$ cat src/rtl/hazard_pkg.sv
// Shared types and helpers for the decode-stage hazard scheduler.
// A slot describes one in-flight instruction's register write-back.
package hazard_pkg;

  // Register index width carried in every slot.
  localparam int SLOT_ADDR_W = 4;

  typedef struct packed {
    logic                   valid;
    logic                   wb_en;
    logic [SLOT_ADDR_W-1:0] dest;
    logic                   is_load;
  } slot_t;

  // Forwarding select encodings for the EXE operand muxes.
  localparam logic [1:0] FWD_REG = 2'd0;
  localparam logic [1:0] FWD_MEM = 2'd1;
  localparam logic [1:0] FWD_WB  = 2'd2;

  // Empty slot injected on a stall, a flush or reset.
  localparam slot_t BUBBLE = '{
    valid:   1'b0,
    wb_en:   1'b0,
    dest:    {SLOT_ADDR_W{1'b0}},
    is_load: 1'b0
  };

  // True when the slot will write register r.
  function automatic logic slot_match(input slot_t s, input logic [SLOT_ADDR_W-1:0] r);
    return s.valid & s.wb_en & (s.dest == r);
  endfunction

endpackage

$ cat src/rtl/hazard_slot_pipe.sv
// Three-deep EXE/MEM/WB slot shift register mirroring the datapath.
// Holds everything while frozen; EXE takes a bubble on request.
module hazard_slot_pipe
  import hazard_pkg::*;
(
  input  logic  clk,
  input  logic  rst,
  input  logic  i_freeze,
  input  logic  i_insert_bubble,
  input  slot_t i_new_slot,
  output slot_t o_exe,
  output slot_t o_mem,
  output slot_t o_wb
);

  slot_t r_exe;
  slot_t r_mem;
  slot_t r_wb;

  // Advance the slot pipeline one stage unless the memory freeze holds it.
  always_ff @(posedge clk) begin
    if (rst) begin
      r_exe <= BUBBLE;
      r_mem <= BUBBLE;
      r_wb  <= BUBBLE;
    end else if (!i_freeze) begin
      r_wb  <= r_mem;
      r_mem <= r_exe;
      r_exe <= i_insert_bubble ? BUBBLE : i_new_slot;
    end else begin
      r_exe <= r_exe;
      r_mem <= r_mem;
      r_wb  <= r_wb;
    end
  end

  assign o_exe = r_exe;
  assign o_mem = r_mem;
  assign o_wb  = r_wb;

endmodule

$ cat src/rtl/hazard_scheduler.sv
// Decode-stage hazard and issue scheduler.
// Optional macro HAZARD_SCHEDULER_FORWARDING_EN: only load-use stalls,
// and registered forwarding selects for the EXE operands are produced.
// Without it every EXE/MEM producer stalls and the selects read 0.
module hazard_scheduler
  import hazard_pkg::*;
#(
  parameter int STALL_CNT_W = 16,
  parameter int REG_ADDR_W  = SLOT_ADDR_W  // must equal the slot dest width
) (
  input  logic                   clk,
  input  logic                   rst,
  input  logic [REG_ADDR_W-1:0]  id_src1,
  input  logic [REG_ADDR_W-1:0]  id_src2,
  input  logic                   id_two_src,
  input  logic                   id_wb_en,
  input  logic [REG_ADDR_W-1:0]  id_dest,
  input  logic                   id_mem_r_en,
  input  logic                   freeze,
  input  logic                   flush,
  output logic                   hazard,
  output logic [STALL_CNT_W-1:0] stall_count,
  output logic [1:0]             fwd_sel_a,
  output logic [1:0]             fwd_sel_b
);

  slot_t w_exe;
  slot_t w_mem;
  slot_t w_wb;
  slot_t w_new_slot;

  logic w_exe_src1;
  logic w_exe_src2;
  logic w_mem_src1;
  logic w_mem_src2;
  logic w_hazard;
  logic w_insert_bubble;
  logic w_unused;

  logic [STALL_CNT_W-1:0] r_stall_cnt;

  assign w_new_slot = '{
    valid:   1'b1,
    wb_en:   id_wb_en,
    dest:    id_dest,
    is_load: id_mem_r_en
  };

  hazard_slot_pipe u_slot_pipe (
    .clk             (clk),
    .rst             (rst),
    .i_freeze        (freeze),
    .i_insert_bubble (w_insert_bubble),
    .i_new_slot      (w_new_slot),
    .o_exe           (w_exe),
    .o_mem           (w_mem),
    .o_wb            (w_wb)
  );

  // Source matches against EXE and MEM; src2 only counts when it is a real operand.
  // The WB slot never matters: the register file writes before it is read.
  always_comb begin
    w_exe_src1 = slot_match(w_exe, id_src1);
    w_exe_src2 = id_two_src & slot_match(w_exe, id_src2);
    w_mem_src1 = slot_match(w_mem, id_src1);
    w_mem_src2 = id_two_src & slot_match(w_mem, id_src2);
  end

  // Hazard decision: load-use only with forwarding, any EXE/MEM producer otherwise.
  always_comb begin
`ifdef HAZARD_SCHEDULER_FORWARDING_EN
    w_hazard = (w_exe_src1 | w_exe_src2) & w_exe.is_load;
`else
    w_hazard = w_exe_src1 | w_exe_src2 | w_mem_src1 | w_mem_src2;
`endif
  end

  assign w_insert_bubble = w_hazard | flush;
  assign hazard          = w_hazard;

  // Saturating count of cycles actually lost to a hazard (freeze cycles excluded).
  always_ff @(posedge clk) begin
    if (rst) begin
      r_stall_cnt <= {STALL_CNT_W{1'b0}};
    end else if (w_hazard && !freeze && !(&r_stall_cnt)) begin
      r_stall_cnt <= r_stall_cnt + {{(STALL_CNT_W-1){1'b0}}, 1'b1};
    end else begin
      r_stall_cnt <= r_stall_cnt;
    end
  end

  assign stall_count = r_stall_cnt;

`ifdef HAZARD_SCHEDULER_FORWARDING_EN
  logic [1:0] w_fwd_a;
  logic [1:0] w_fwd_b;
  logic [1:0] r_fwd_a;
  logic [1:0] r_fwd_b;

  // Select for the ID operands as they will be seen once in EXE; EXE producer wins.
  always_comb begin
    w_fwd_a = FWD_REG;
    w_fwd_b = FWD_REG;
    if (w_exe_src1 && !w_exe.is_load) begin
      w_fwd_a = FWD_MEM;
    end else if (w_mem_src1) begin
      w_fwd_a = FWD_WB;
    end else begin
      w_fwd_a = FWD_REG;
    end
    if (w_exe_src2 && !w_exe.is_load) begin
      w_fwd_b = FWD_MEM;
    end else if (w_mem_src2) begin
      w_fwd_b = FWD_WB;
    end else begin
      w_fwd_b = FWD_REG;
    end
  end

  // Selects travel with the EXE slot: hold on freeze, clear on a bubble.
  always_ff @(posedge clk) begin
    if (rst) begin
      r_fwd_a <= FWD_REG;
      r_fwd_b <= FWD_REG;
    end else if (!freeze) begin
      r_fwd_a <= w_insert_bubble ? FWD_REG : w_fwd_a;
      r_fwd_b <= w_insert_bubble ? FWD_REG : w_fwd_b;
    end else begin
      r_fwd_a <= r_fwd_a;
      r_fwd_b <= r_fwd_b;
    end
  end

  assign fwd_sel_a = r_fwd_a;
  assign fwd_sel_b = r_fwd_b;
`else
  assign fwd_sel_a = FWD_REG;
  assign fwd_sel_b = FWD_REG;
`endif

  // WB slot and the MEM load flag are carried for datapath symmetry only.
  assign w_unused = ^{w_wb, w_mem.is_load, w_exe.is_load};

endmodule

$ cat config.mk
export PLATFORM = sky130hd
export DESIGN_NAME = hazard_scheduler
export DESIGN_NICKNAME = d
export VERILOG_FILES = /design/src/rtl/hazard_pkg.sv /design/src/rtl/hazard_slot_pipe.sv /design/src/rtl/hazard_scheduler.sv
export SDC_FILE = /design/constraint.sdc
export NUM_CORES = 1
export LEC_CHECK = 0
export ABC_AREA = 1
export CAP_MARGIN = 20
export CORE_ASPECT_RATIO = 1.5
export CORE_MARGIN = 2
export CORE_UTILIZATION = 40
export DETAILED_ROUTE_END_ITERATION = 12
export PLACE_DENSITY = 0.63
export SYNTH_ARGS = -nofsm -noshare
export SYNTH_HDL_FRONTEND = slang
export SYNTH_HIERARCHICAL = 1
export SYNTH_SLANG_ARGS = --single-unit
$ cat constraint.sdc
create_clock -name clk -period 2.05 [get_ports clk]
set_input_delay 0.615 -clock clk [delete_from_list [all_inputs] [get_ports clk]]
set_output_delay 0.615 -clock clk [all_outputs]
set_load 0.01 [all_outputs]
* After elaboration in Yosys (flattened, before gate mapping)
Index checks and enable logic that the tools add are counted.
Word-level totals: output and inout port bits 21, logic and storage cells 30, bits of input ports 19, flip-flop bits (word level) 28
Cells by class: multiplexer cells 1, add/subtract/negate cells 1, bitwise logic cells 12, equal/unequal tests 4, reductions and logical operators 5
Operator list (number):
- adder 16 x 1 -> 16 bit, second input constant | 1
- equality test 4 bit | 4
- AND reduction 16 bit | 1
- bitwise AND 1 bit | 8
- 2-to-1 mux 7 bit | 1
- bitwise OR 1 bit | 4
- logical AND 1 bit | 2
- zero test 1 bit | 2

* Logic depth before layout (Yosys ltp)
depth in word-level cells 8, depth in mapped cells 12

* By module
The synthesis kept the hierarchy.
By module, submodules not included:
- hazard_scheduler | instances 1, sequential area each 320.3 µm², area an instance 1365.1 µm², cells each 221
- hazard_slot_pipe | instances 1, sequential area each 420.4 µm², area an instance 782.0 µm², cells each 91

* Worst setup path before layout
Ideal clock, no wire load.
kind input -> output, from in id_src1[3], to out hazard, data arrival time 1355 ps, data required time 1435 ps, stages 7, path buffers 1, slack 80 ps, cell sequence xor2_1 -> nor2_1 -> nand2_1 -> nand2_1 -> nand2_1 -> nand2_2 -> buf_4
Between the ends: longest elaborated chain between the ends 5
RTL lines:
- start, declared | RTL line hazard_scheduler.sv:13 | input logic [REG_ADDR_W-1:0] id_src1,
- equality test 4 bit | RTL line hazard_pkg.sv:30 | return s.valid & s.wb_en & (s.dest == r);
- bitwise AND 1 bit | RTL line hazard_pkg.sv:30
- bitwise OR 1 bit | RTL line hazard_scheduler.sv:74 | w_hazard = w_exe_src1 | w_exe_src2 | w_mem_src1 | w_mem_src2;
- bitwise OR 1 bit * (2 in a row) | RTL line hazard_scheduler.sv:74
- end, declared | RTL line hazard_scheduler.sv:21 | output logic hazard,
Mark *: on every way between the ends. The rest lies on a longest branch, timed or not.

* Worst setup path after layout
Same ends and word-level chain as after synthesis.

==> Flow_metrics.wiki <==
{| class="wikitable"
! Metric !! Value
|-
| Status || completed
|-
| Class of the worst hold path || reg2reg
|-
| Number of global-route vias before repair || 1,684
|-
| Fillers || 468
|-
| Width of the die || 59.26 um
|-
| Hold Path Cell Cnt || 2
|-
| Final setup margin || 0.02286 ns
|-
| Startpoint of the most critical setup path || id_src1[3]
|-
| Overall via count from detail_route || 1,766
|-
| Hold_ws || 0.4859 ns
|-
| Maxcap violations || 0
|-
| Largest fanout on the critical path || 2
|-
| Final worst path period share || 98.88%
|-
| TritonCTS clock tree || done
|-
| Final nets || 334
|-
| Average vias per placed instance || 4.892
|-
| Crit path DAT || 1.41 ns
|-
| Max VDD drop || 0.3769 mV
|-
| Tmin final || 2.027 ns
|-
| Number of primary I/O pins || 40
|-
| Area overhead of the layout relative to synthesis || 25.61%
|-
| Maximum clock frequency || 493.3 MHz
|-
| Pre-CTS setup slack || -0.8530 ns
|-
| Startpoint class of the critical path || primary input
|-
| DP HPWL || 3.138 mm
|-
| Post-CTS clock slew at the launch and capture registers of the worst setup and hold paths || about 0.09 ns
|-
| Total of hold buffers inserted after clock tree synthesis || 0
|-
| Cell area power density || about 450 mW/mm^2
|-
| Antenna-violating nets left || 0
|-
| Most frequent cells in the layout || nand2_1 (89), inv_1 (24), clkdlybuf4s50_1 (24), nand3_1 (23), dfxtp_1 (20)
|-
| WHS Endpoint || u_slot_pipe/o_exe[6]
|-
| Post-CTS Setup Repair Bufs || 0
|-
| Critical R2R Capture || u_slot_pipe/o_exe[3]
|-
| Clock buffer count from CTS || 3
|-
| Count of placed standard cells including taps || 358
|-
| LEAKAGE || 0.9301 nW
|-
| Initial antenna violation count || 0
|-
| Count of yosys warnings during synthesis || 6
|-
| Startpoint of the lowest-slack register-to-register path || u_slot_pipe/o_exe[1]
|-
| Final count of hold timing violations || 0
|-
| Netlist area before placement || about 0.0018 mm^2
|-
| Most frequent standard cell in the layout excluding fill and tap cells || nand2_1
|-
| DR WL/cell || 11.85 um
|-
| Count of port buffers added during placement || 34
|-
| Crit path kind || in2out
|-
| Max Buffers Root-to-Sink || 2
|-
| CORE AREA || 0.004467 mm^2
|-
| Height of the die || 86.88 um
|-
| Maximum number of pins on one net before global-route repair || 29
|-
| Detailed-router iteration count before antenna repair || 4
|-
| Required arrival time at the worst endpoint || roughly 1.4 ns
|-
| Synthesized area per cell || between 6 and 7 um^2
|-
| Antenna cells || 0
|-
| Setup TNS || 0 ns
|-
| Post-route insts no fill || 361
|-
| Number of max-slew violations in the final report || 0
|-
| Number of levels the H-tree was split into || 1
|-
| Sink Count || 28
|-
| Reg2Reg Depth || 12
|-
| Clock Skew || 0.003417 ns
|-
| Final count of negative-setup-slack endpoints || 0
|-
| GP Congestion || between 0.8 and 0.9
|-
| Root buffer cell || clkbuf_8
|-
| DRC violation count after routing || 0
|-
| Starting DRT DRC Count || between 40 and 50
|-
| Overall Global Routing Usage || around 18%
|-
| Leftover overflow at the end of global routing || 0
|-
| Gate count of the mapped netlist || between 200 and 300
|-
| Initial Util || between 40% and 50%
|-
| Total power after layout || 1.029 mW
|-
| Clock Latency Late Sink || 0.27 ns
|-
| Global-route wire length before repair || 7.169 mm
|-
| Source of the worst hold timing path || u_slot_pipe/o_exe[6]
|-
| Worst-case register-to-register setup slack || between 0.2 and 0.25 ns
|-
| Fraction of layout cells with a size suffix above 1 || 23.32%
|-
| RSZ-0062 raised after global routing || yes
|-
| Critical Path End Type || primary output
|-
| Total Routed Length || between 4 and 5 mm
|-
| Cell row count || 30
|-
| Area enclosed by the die boundary || 0.005148 mm^2
|}
-- per-stage QoR --
step / area, um^2 / utilization, %
2_1_floorplan: 1843 / -
3_3_place_gp: 2233 / 50.00
3_5_place_dp: 2233 / 50.00
4_1_cts: 2255 / 50.48
5_1_grt: 2301 / 51.51
6_report: 2301 / 51.51
-- flip-flops by register name, summed over array words and instances (netlist names) --
register,count
stall_count,16
u_slot_pipe/o_exe,6
u_slot_pipe/o_mem,6
-- how the worst max path moves through the flow --
stage                         to  slack, ns  cells past startpoint
after floorplan           hazard       0.08                      7
after global routing      hazard      -0.04                      8
after global placement    hazard      -0.84                     10
after detailed placement  hazard      -0.85                     10
final                     hazard       0.02                      8
after CTS                 hazard     -0.006                      8
-- power by group --
part | internal (mW) | total (mW) | switching, mW
Sequential | 0.550 | 0.557 | 0.00659
Combinational | 0.0606 | 0.131 | 0.0706
Clock | 0.172 | 0.341 | 0.170
-- metal layers --
| metal | up-vias | part of all wire (%) | track usage, % | wire length [um] |
|---|---|---|---|---|
| li1 | 923 | - | - | - |
| met1 | 799 | 41 | 21.32 | 1768 |
| met2 | 38 | 53 | 31.87 | 2285 |
| met3 | 6 | 3.3 | 1.634 | 141 |
| met4 | 0 | 1.9 | 7.851 | 83 |
| met5 | - | 0 | 0 | 0 |
-- final cells by class --
cell class / count / area (um^2) / area share, %
sequential: 28 / 573.1 / 24.90
inverter: 34 / 132.6 / 5.764
timing repair buffer: 44 / 420.4 / 18.27
tap: 48 / 60.06 / 2.610
clock buffer: 4 / 55.05 / 2.393
multi-input combinational: 203 / 1060 / 46.06
-- critical path, cell delays in order --
cell,delay (ns)
buf_2,0.12
xor2_1,0.15
nor2_2,0.13
nand2_1,0.06
nand2_1,0.06
nand2_1,0.06
nand2_2,0.11
buf_6,0.12
-- what timing repair did --
| item | CTS | global route |
|---|---|---|
| resized for setup | 47 | 21 |
| pin swaps | 15 | 13 |
| setup endpoints to repair | 23 | 6 |
Power figures use the tool's default switching activity.
